`config.mk`:
```
export PLATFORM = sky130hd
export DESIGN_NAME = ksa_share_arbiter_flat
export DESIGN_NICKNAME = d
export VERILOG_FILES = /design/src/rtl/ksa_share_arbiter_pkg.sv /design/src/rtl/ksa_share_arbiter_if.sv /design/src/rtl/ksa_share_arbiter_ksa4.sv /design/src/rtl/ksa_share_arbiter_rr_picker.sv /design/src/rtl/ksa_share_arbiter.sv /design/src/flat_wrapper.sv
export SDC_FILE = /design/constraint.sdc
export NUM_CORES = 1
export LEC_CHECK = 0
export ABC_AREA = 1
export CAP_MARGIN = 20
export CORE_UTILIZATION = 35
export DETAILED_ROUTE_END_ITERATION = 10
export HOLD_SLACK_MARGIN = 0.03
export SYNTH_ARGS = -nofsm -noshare
export SYNTH_HDL_FRONTEND = slang
export SYNTH_SLANG_ARGS = --single-unit
```
`constraint.sdc`:
```
create_clock -name clk -period 6.8 [get_ports clk]
set_clock_uncertainty 0.05 [all_clocks]
set_input_delay 1.02 -clock clk [delete_from_list [all_inputs] [get_ports clk]]
set_output_delay 1.02 -clock clk [all_outputs]
set_load 0.02 [all_outputs]
```
`src/rtl/ksa_share_arbiter_pkg.sv`:
```
// Shared types, constants and the round-robin search used by the adder-sharing arbiter.
package ksa_share_arbiter_pkg;

  localparam int KSA_W    = 5;
  localparam int RR_MAX   = 8;
  localparam int RR_IDX_W = 3;

  typedef enum logic {ST_EMPTY, ST_FULL} state_e;

  typedef struct packed {
    logic                found;
    logic [RR_IDX_W-1:0] idx;
  } rr_pick_t;

  // First valid index at or above ptr, wrapping at n; ptr is assumed < n.
  function automatic rr_pick_t rr_pick(input logic [RR_MAX-1:0] valid,
                                       input logic [RR_IDX_W-1:0] ptr,
                                       input int n);
    rr_pick_t r;
    int       j;
    r = '0;
    for (int k = 0; k < RR_MAX; k++) begin
      j = int'(ptr) + k;
      if (j >= n) j = j - n;
      if ((k < n) && !r.found && valid[j[RR_IDX_W-1:0]]) begin
        r.found = 1'b1;
        r.idx   = j[RR_IDX_W-1:0];
      end
    end
    return r;
  endfunction

endpackage

```
`src/rtl/ksa_share_arbiter_if.sv`:
```
// Requester and result handshake bundle of the adder-sharing arbiter.
interface ksa_share_arbiter_if
  import ksa_share_arbiter_pkg::*;
#(
  parameter int N_REQ = 4,
  parameter int W     = KSA_W,
  parameter int ID_W  = $clog2(N_REQ),
  parameter int CNT_W = 16
);
  logic [N_REQ-1:0]   req_valid;
  logic [N_REQ-1:0]   req_ready;
  logic [N_REQ*W-1:0] req_a;
  logic [N_REQ*W-1:0] req_b;
  logic               rsp_valid;
  logic               rsp_ready;
  logic [W-1:0]       rsp_sum;
  logic               rsp_cout;
  logic [ID_W-1:0]    rsp_id;
  logic [CNT_W-1:0]   op_count;

  modport master (
    output req_valid, req_a, req_b, rsp_ready,
    input  req_ready, rsp_valid, rsp_sum, rsp_cout, rsp_id, op_count
  );

  modport slave (
    input  req_valid, req_a, req_b, rsp_ready,
    output req_ready, rsp_valid, rsp_sum, rsp_cout, rsp_id, op_count
  );
endinterface

```
`src/rtl/ksa_share_arbiter_ksa4.sv`:
```
// 5-bit Kogge-Stone adder core: three prefix levels (span 1, 2, 4), carry-in tied to 0.
module ksa4
  import ksa_share_arbiter_pkg::*;
(
  input  logic [KSA_W-1:0] a,
  input  logic [KSA_W-1:0] b,
  output logic [KSA_W-1:0] sum,
  output logic             cout
);
  logic [KSA_W-1:0] g0, p0, g1, g2, g3;
  logic [KSA_W-1:2] p1;
  logic             p2_top;

  // Prefix tree; g3[i] is the carry out of bit i.
  always_comb begin
    g0 = a & b;
    p0 = a ^ b;
    g1 = g0;
    p1 = '0;
    for (int i = 1; i < KSA_W; i++) g1[i] = g0[i] | (p0[i] & g0[i-1]);
    for (int i = 2; i < KSA_W; i++) p1[i] = p0[i] & p0[i-1];
    g2 = g1;
    for (int i = 2; i < KSA_W; i++) g2[i] = g1[i] | (p1[i] & g1[i-2]);
    p2_top = p1[4] & p1[2];
    g3 = g2;
    g3[4] = g2[4] | (p2_top & g2[0]);
    sum = p0;
    for (int i = 1; i < KSA_W; i++) sum[i] = p0[i] ^ g3[i-1];
    cout = g3[KSA_W-1];
  end
endmodule

```
`src/rtl/ksa_share_arbiter_rr_picker.sv`:
```
// Combinational round-robin picker: first valid requester at or above ptr, with wrap.
module rr_picker
  import ksa_share_arbiter_pkg::*;
#(
  parameter int N_REQ = 4,
  parameter int ID_W  = $clog2(N_REQ)
)(
  input  logic [N_REQ-1:0] valid,
  input  logic [ID_W-1:0]  ptr,
  output logic [ID_W-1:0]  grant,
  output logic             found
);
  rr_pick_t pick;
  logic     unused_idx_bits;

  // Widen to the package's fixed search width and narrow the result back.
  always_comb begin
    pick  = rr_pick(RR_MAX'(valid), RR_IDX_W'(ptr), N_REQ);
    grant = pick.idx[ID_W-1:0];
    found = pick.found;
  end

  assign unused_idx_bits = ^pick.idx;
endmodule

```
`src/rtl/ksa_share_arbiter.sv`:
```
// Round-robin arbiter time-sharing one Kogge-Stone adder with a single-entry result stage.
module ksa_share_arbiter
  import ksa_share_arbiter_pkg::*;
#(
  parameter int N_REQ = 4,
  parameter int W     = KSA_W,
  parameter int ID_W  = $clog2(N_REQ),
  parameter int CNT_W = 16
)(
  input logic               clk,
  input logic               rst,
  ksa_share_arbiter_if.slave bus
);
  state_e           state_p1, state_d;
  logic [ID_W-1:0]  ptr_p1;
  logic [ID_W-1:0]  grant_p0;
  logic             found_p0;
  logic             accept_p0;
  logic [W-1:0]     a_p0, b_p0, sum_p0;
  logic             cout_p0;
  logic [W-1:0]     sum_p1;
  logic             cout_p1;
  logic [ID_W-1:0]  id_p1;
  logic [CNT_W-1:0] cnt_p1;

  function automatic logic [CNT_W-1:0] sat_inc(input logic [CNT_W-1:0] v);
    return (&v) ? v : v + 1'b1;
  endfunction

  function automatic logic [ID_W-1:0] ptr_after(input logic [ID_W-1:0] g);
    return (g == ID_W'(N_REQ - 1)) ? '0 : g + 1'b1;
  endfunction

  rr_picker #(.N_REQ(N_REQ), .ID_W(ID_W)) u_pick (
    .valid (bus.req_valid),
    .ptr   (ptr_p1),
    .grant (grant_p0),
    .found (found_p0)
  );

  // Stage p0: select the winner's operands for the shared adder.
  always_comb begin
    a_p0 = bus.req_a[int'(grant_p0)*W +: W];
    b_p0 = bus.req_b[int'(grant_p0)*W +: W];
  end

  ksa4 u_add (
    .a    (a_p0),
    .b    (b_p0),
    .sum  (sum_p0),
    .cout (cout_p0)
  );

  // Grant and output-stage next state; a draining slot may be refilled in the same cycle.
  always_comb begin
    accept_p0     = found_p0 && !rst && ((state_p1 == ST_EMPTY) || bus.rsp_ready);
    bus.req_ready = '0;
    if (accept_p0) bus.req_ready[grant_p0] = 1'b1;
    state_d = state_p1;
    if (accept_p0)                                state_d = ST_FULL;
    else if (state_p1 == ST_FULL && bus.rsp_ready) state_d = ST_EMPTY;
  end

  // Stage p1: result register, pointer, counter and occupancy state.
  always_ff @(posedge clk) begin
    if (rst) begin
      state_p1 <= ST_EMPTY;
      ptr_p1   <= '0;
      cnt_p1   <= '0;
      sum_p1   <= '0;
      cout_p1  <= 1'b0;
      id_p1    <= '0;
    end else begin
      state_p1 <= state_d;
      if (accept_p0) begin
        sum_p1  <= sum_p0;
        cout_p1 <= cout_p0;
        id_p1   <= grant_p0;
        ptr_p1  <= ptr_after(grant_p0);
        cnt_p1  <= sat_inc(cnt_p1);
      end
    end
  end

  assign bus.rsp_valid = (state_p1 == ST_FULL);
  assign bus.rsp_sum   = sum_p1;
  assign bus.rsp_cout  = cout_p1;
  assign bus.rsp_id    = id_p1;
  assign bus.op_count  = cnt_p1;
endmodule
```
`src/flat_wrapper.sv`:
```
// flat-port wrapper written by rule: the top's interface ports become plain ports
module ksa_share_arbiter_flat import ksa_share_arbiter_pkg::*;
#(
  parameter int N_REQ = 4,
  parameter int W     = KSA_W,
  parameter int ID_W  = $clog2(N_REQ),
  parameter int CNT_W = 16
)
  (clk, rst, bus_req_valid, bus_req_a, bus_req_b, bus_rsp_ready, bus_req_ready, bus_rsp_valid, bus_rsp_sum, bus_rsp_cout, bus_rsp_id, bus_op_count);
  ksa_share_arbiter_if #(.N_REQ(N_REQ), .W(W), .ID_W(ID_W), .CNT_W(CNT_W)) bus_i ();
  input logic clk;
  input logic rst;
  input wire logic [$bits(bus_i.req_valid)-1:0] bus_req_valid;
  input wire logic [$bits(bus_i.req_a)-1:0] bus_req_a;
  input wire logic [$bits(bus_i.req_b)-1:0] bus_req_b;
  input wire logic [$bits(bus_i.rsp_ready)-1:0] bus_rsp_ready;
  output wire logic [$bits(bus_i.req_ready)-1:0] bus_req_ready;
  output wire logic [$bits(bus_i.rsp_valid)-1:0] bus_rsp_valid;
  output wire logic [$bits(bus_i.rsp_sum)-1:0] bus_rsp_sum;
  output wire logic [$bits(bus_i.rsp_cout)-1:0] bus_rsp_cout;
  output wire logic [$bits(bus_i.rsp_id)-1:0] bus_rsp_id;
  output wire logic [$bits(bus_i.op_count)-1:0] bus_op_count;
  assign bus_i.req_valid = bus_req_valid;
  assign bus_i.req_a = bus_req_a;
  assign bus_i.req_b = bus_req_b;
  assign bus_i.rsp_ready = bus_rsp_ready;
  assign bus_req_ready = bus_i.req_ready;
  assign bus_rsp_valid = bus_i.rsp_valid;
  assign bus_rsp_sum = bus_i.rsp_sum;
  assign bus_rsp_cout = bus_i.rsp_cout;
  assign bus_rsp_id = bus_i.rsp_id;
  assign bus_op_count = bus_i.op_count;
  ksa_share_arbiter #(.N_REQ(N_REQ), .W(W), .ID_W(ID_W), .CNT_W(CNT_W)) u_core (.clk(clk), .rst(rst), .bus(bus_i));
endmodule
```
==> reports/summary.txt <==
Tot GR Track Use = 17.84%
Count of final setup violators = 0
Critical path type = in -> out
Hold endpoint = u_core.bus.rsp_sum[0]
Critical R2R Launch = u_core.ptr_p1[0]
Power share of the combinational group = 80.5%
Global placement routability congestion = 0.8285
Synth Flop Type = dfxtp_1
Overflow after GRT = 0
N_diodes = 0
Detailed Place HPWL = 4793 µm
NetSw = 0.0008968 W
Fin nets = 529
CTS Buf Count = 3
Hold buffers post-CTS = 0
Sw Share = 55.21%
CTS clk-pin slew, worst paths = 0.10 ns
Synth unique cells = 30
Avg Cell Area, Syn = 5.992 µm²
Avg WL per Cell = 11.65 µm
Initial antenna violation count = 0
Sequential fraction of the synthesis area = 22.17%
Worst-Margin Slew = 0.7015 ns
Final instance area = 0.003226 mm²
Post-synth EDFFs = 0
First-pass GRT wire length = 10940 µm
Commonest non-fill, non-tap cell in the layout = nand2_1
# DRC = 0
Hold path startpoint = u_core.bus.rsp_sum[0]
R2R setup slack = 3.08 ns
CTS resizes = 0
CTS tree = built
Crit path arrival time = 3.95 ns
Clk buf depth = 2
CTS Sinks = 27
Status = finished clean
Number of global-route vias before repair = 2598
PortBufs = 75
Initial core utilization = 36.09%
CP required = 5.73 ns
Max Transition Viols Final = 0
Syn nets = 465
Clock root buffer = clkbuf_8
Clk Latency, worst-skew pair = 0.28 ns
Max VDD drop = 0.0003083 V
Setup TNS = 0 ns
Sequential fraction of design power = 13.7%
Cell count after synthesis = 407
Final Hold Fails = 0
FF-to-FF End = u_core.bus.rsp_sum[4]
Relative slew slack = 53.12%
Die width = 85.47 µm
Layout cells sized above 1 = 6.383%
Most frequent cells in the layout = nand2_1, clkdlybuf4s50_1, nand3_1
DR vias/cell = 4.940
# IOs = 76
Die area = 0.007305 mm²
CTS H-tree depth = 1
Dpl cell area = 0.003179 mm²
Cells on worst reg2reg path = 17
Final WL = 6407 µm
Clock power share = 5.8%
Pleak = 1.528 nW
Die height = 85.47 µm
Ys Warns = 0
RSZ-0062 raised after global routing = no
Pin count of the biggest net entering global routing = 34
Pre-antenna DRT Iters = 4
P_int = 0.0007274 W
Placeable core area = 0.006756 mm²
Minimum clock period = 5.021 ns
Synth Cell Area = 0.002439 mm²
Critical Path Source Type = input pin
Post-CTS Setup Inserts = 0
Fmax = 199.2 MHz
Hold Path Stages = 2
Hold Path Class = reg -> reg
Power per cell area = 503.5 mW/mm²
Synth Register Bits = 27
Rows = 30
Post-synth ARST share = 0%
Antenna Nets Post-Route = 0
CP Capture Type = output pin
Layout Area Growth over Synthesis = 32.27%
# Max-Cap Violations = 0
Total number of vias = 2717
Fin crit share = 73.84%
Total chip power = 0.001624 W
Crit Path Max Fanout = 33
Starting DRT DRC Count = 93
worst max-delay path, stage by stage:
cell,delay [ns]
clkdlybuf4s50_1,0.48
inv_1,0.06
nand2_1,0.10
nand3_1,0.10
nand2_1,0.10
inv_2,0.06
nand3_4,0.33
nand3_2,0.52
inv_2,0.23
ha_1,0.16
inv_1,0.04
nor2_1,0.12
clkdlybuf4s50_1,0.62
routing by layer:
| layer | global-route usage [%] | up-vias | wire, µm |
|---|---|---|---|
| met4 | 3.030 | 0 | 19 |
| met2 | 32.65 | 58 | 3089 |
| li1 | - | 1406 | - |
| met3 | 1.946 | 4 | 210 |
| met1 | 22.73 | 1249 | 3087 |
| met5 | 0 | - | 0 |
kinds of logic (layout without fill, tap and decap cells):
group | count (synthesis) | after routing | synth area share, %
AO/OA/AOI/OAI | 29 | 29 | 6.259
adder cells (fa/ha/maj) | 11 | 11 | 5.952
flip-flops | 27 | 27 | 22.17
XOR/XNOR | 14 | 14 | 5.028
buffers and inverters | 84 | 147 | 15.24
AND/OR/NAND/NOR | 242 | 242 | 45.36
through the flow:
step,util [%],hold WS [ns],instances,setup slack (ns)
finish,47.74,0.4405,550,1.779
detailed placement,47.06,0.4167,546,1.789
CTS,47.74,0.4385,550,1.779
global route,47.74,0.4460,550,1.549
global placement,47.06,0.4152,546,1.850
floorplan,-,0.4789,407,3.385
cell type report:
| type | instances | area, µm² |
|---|---|---|
| Inverter | 67 | 254.0 |
| Clock buffer | 3 | 41.29 |
| Fill cell | 725 | 3531 |
| Multi-Input combinational cell | 296 | 1526 |
| Clock inverter | 1 | 5.005 |
| Timing Repair Buffer | 76 | 758.2 |
| Tap cell | 80 | 100.1 |
| Sequential cell | 27 | 540.5 |
cells in the mapped netlist (2+ instances only):
cell type,n,area share [%]
nor2_2,2,0.51
nand3_2,4,1.6
clkbuf_1,3,0.46
inv_2,6,0.92
nor3_1,2,0.41
a21oi_1,19,3.9
nand3_1,72,15
inv_1,59,9.1
nand2_2,5,1.3
nor2_1,22,3.4
buf_6,5,2.3
buf_2,7,1.4
nand4_1,9,2.3
nand2_1,121,19
ha_1,10,5.1
o21ai_0,7,1.4
xor2_1,8,2.9
xnor2_1,6,2.2
dfxtp_1,27,22
a21oi_2,2,0.72
buf_4,2,0.62
how the worst max path moves through the flow:
stage / startpoint / endpoint / slack [ns]
2_1_floorplan: bus_req_valid[3] / bus_req_ready[1] / 3.38
3_5_place_dp: bus_req_valid[2] / bus_req_ready[3] / 1.79
3_3_place_gp: bus_req_valid[3] / bus_req_ready[3] / 1.85
6_report: bus_req_valid[2] / bus_req_ready[3] / 1.78
5_1_grt: bus_req_valid[3] / bus_req_ready[3] / 1.55
4_1_cts: bus_req_valid[2] / bus_req_ready[3] / 1.78
power groups by stage:
stage,Sequential [W],Clock [W],Combinational [W]
floorplan,0.000240,0,0.00105
global placement,0.000227,0,0.00130
detailed placement,0.000226,0,0.00131
CTS,0.000223,0.0000975,0.00132
global route,0.000227,0.000105,0.00151
finish,0.000223,0.0000947,0.00131
registers in the layout (all words and copies together) (netlist names):
name and cells:
u_core.bus.op_count 16, u_core.ptr_p1 2, u_core.bus.rsp_id 2, u_core.bus.rsp_cout 1, u_core.bus.rsp_valid 1, u_core.bus.rsp_sum 5
No activity file was read; power rests on OpenSTA's default activity.
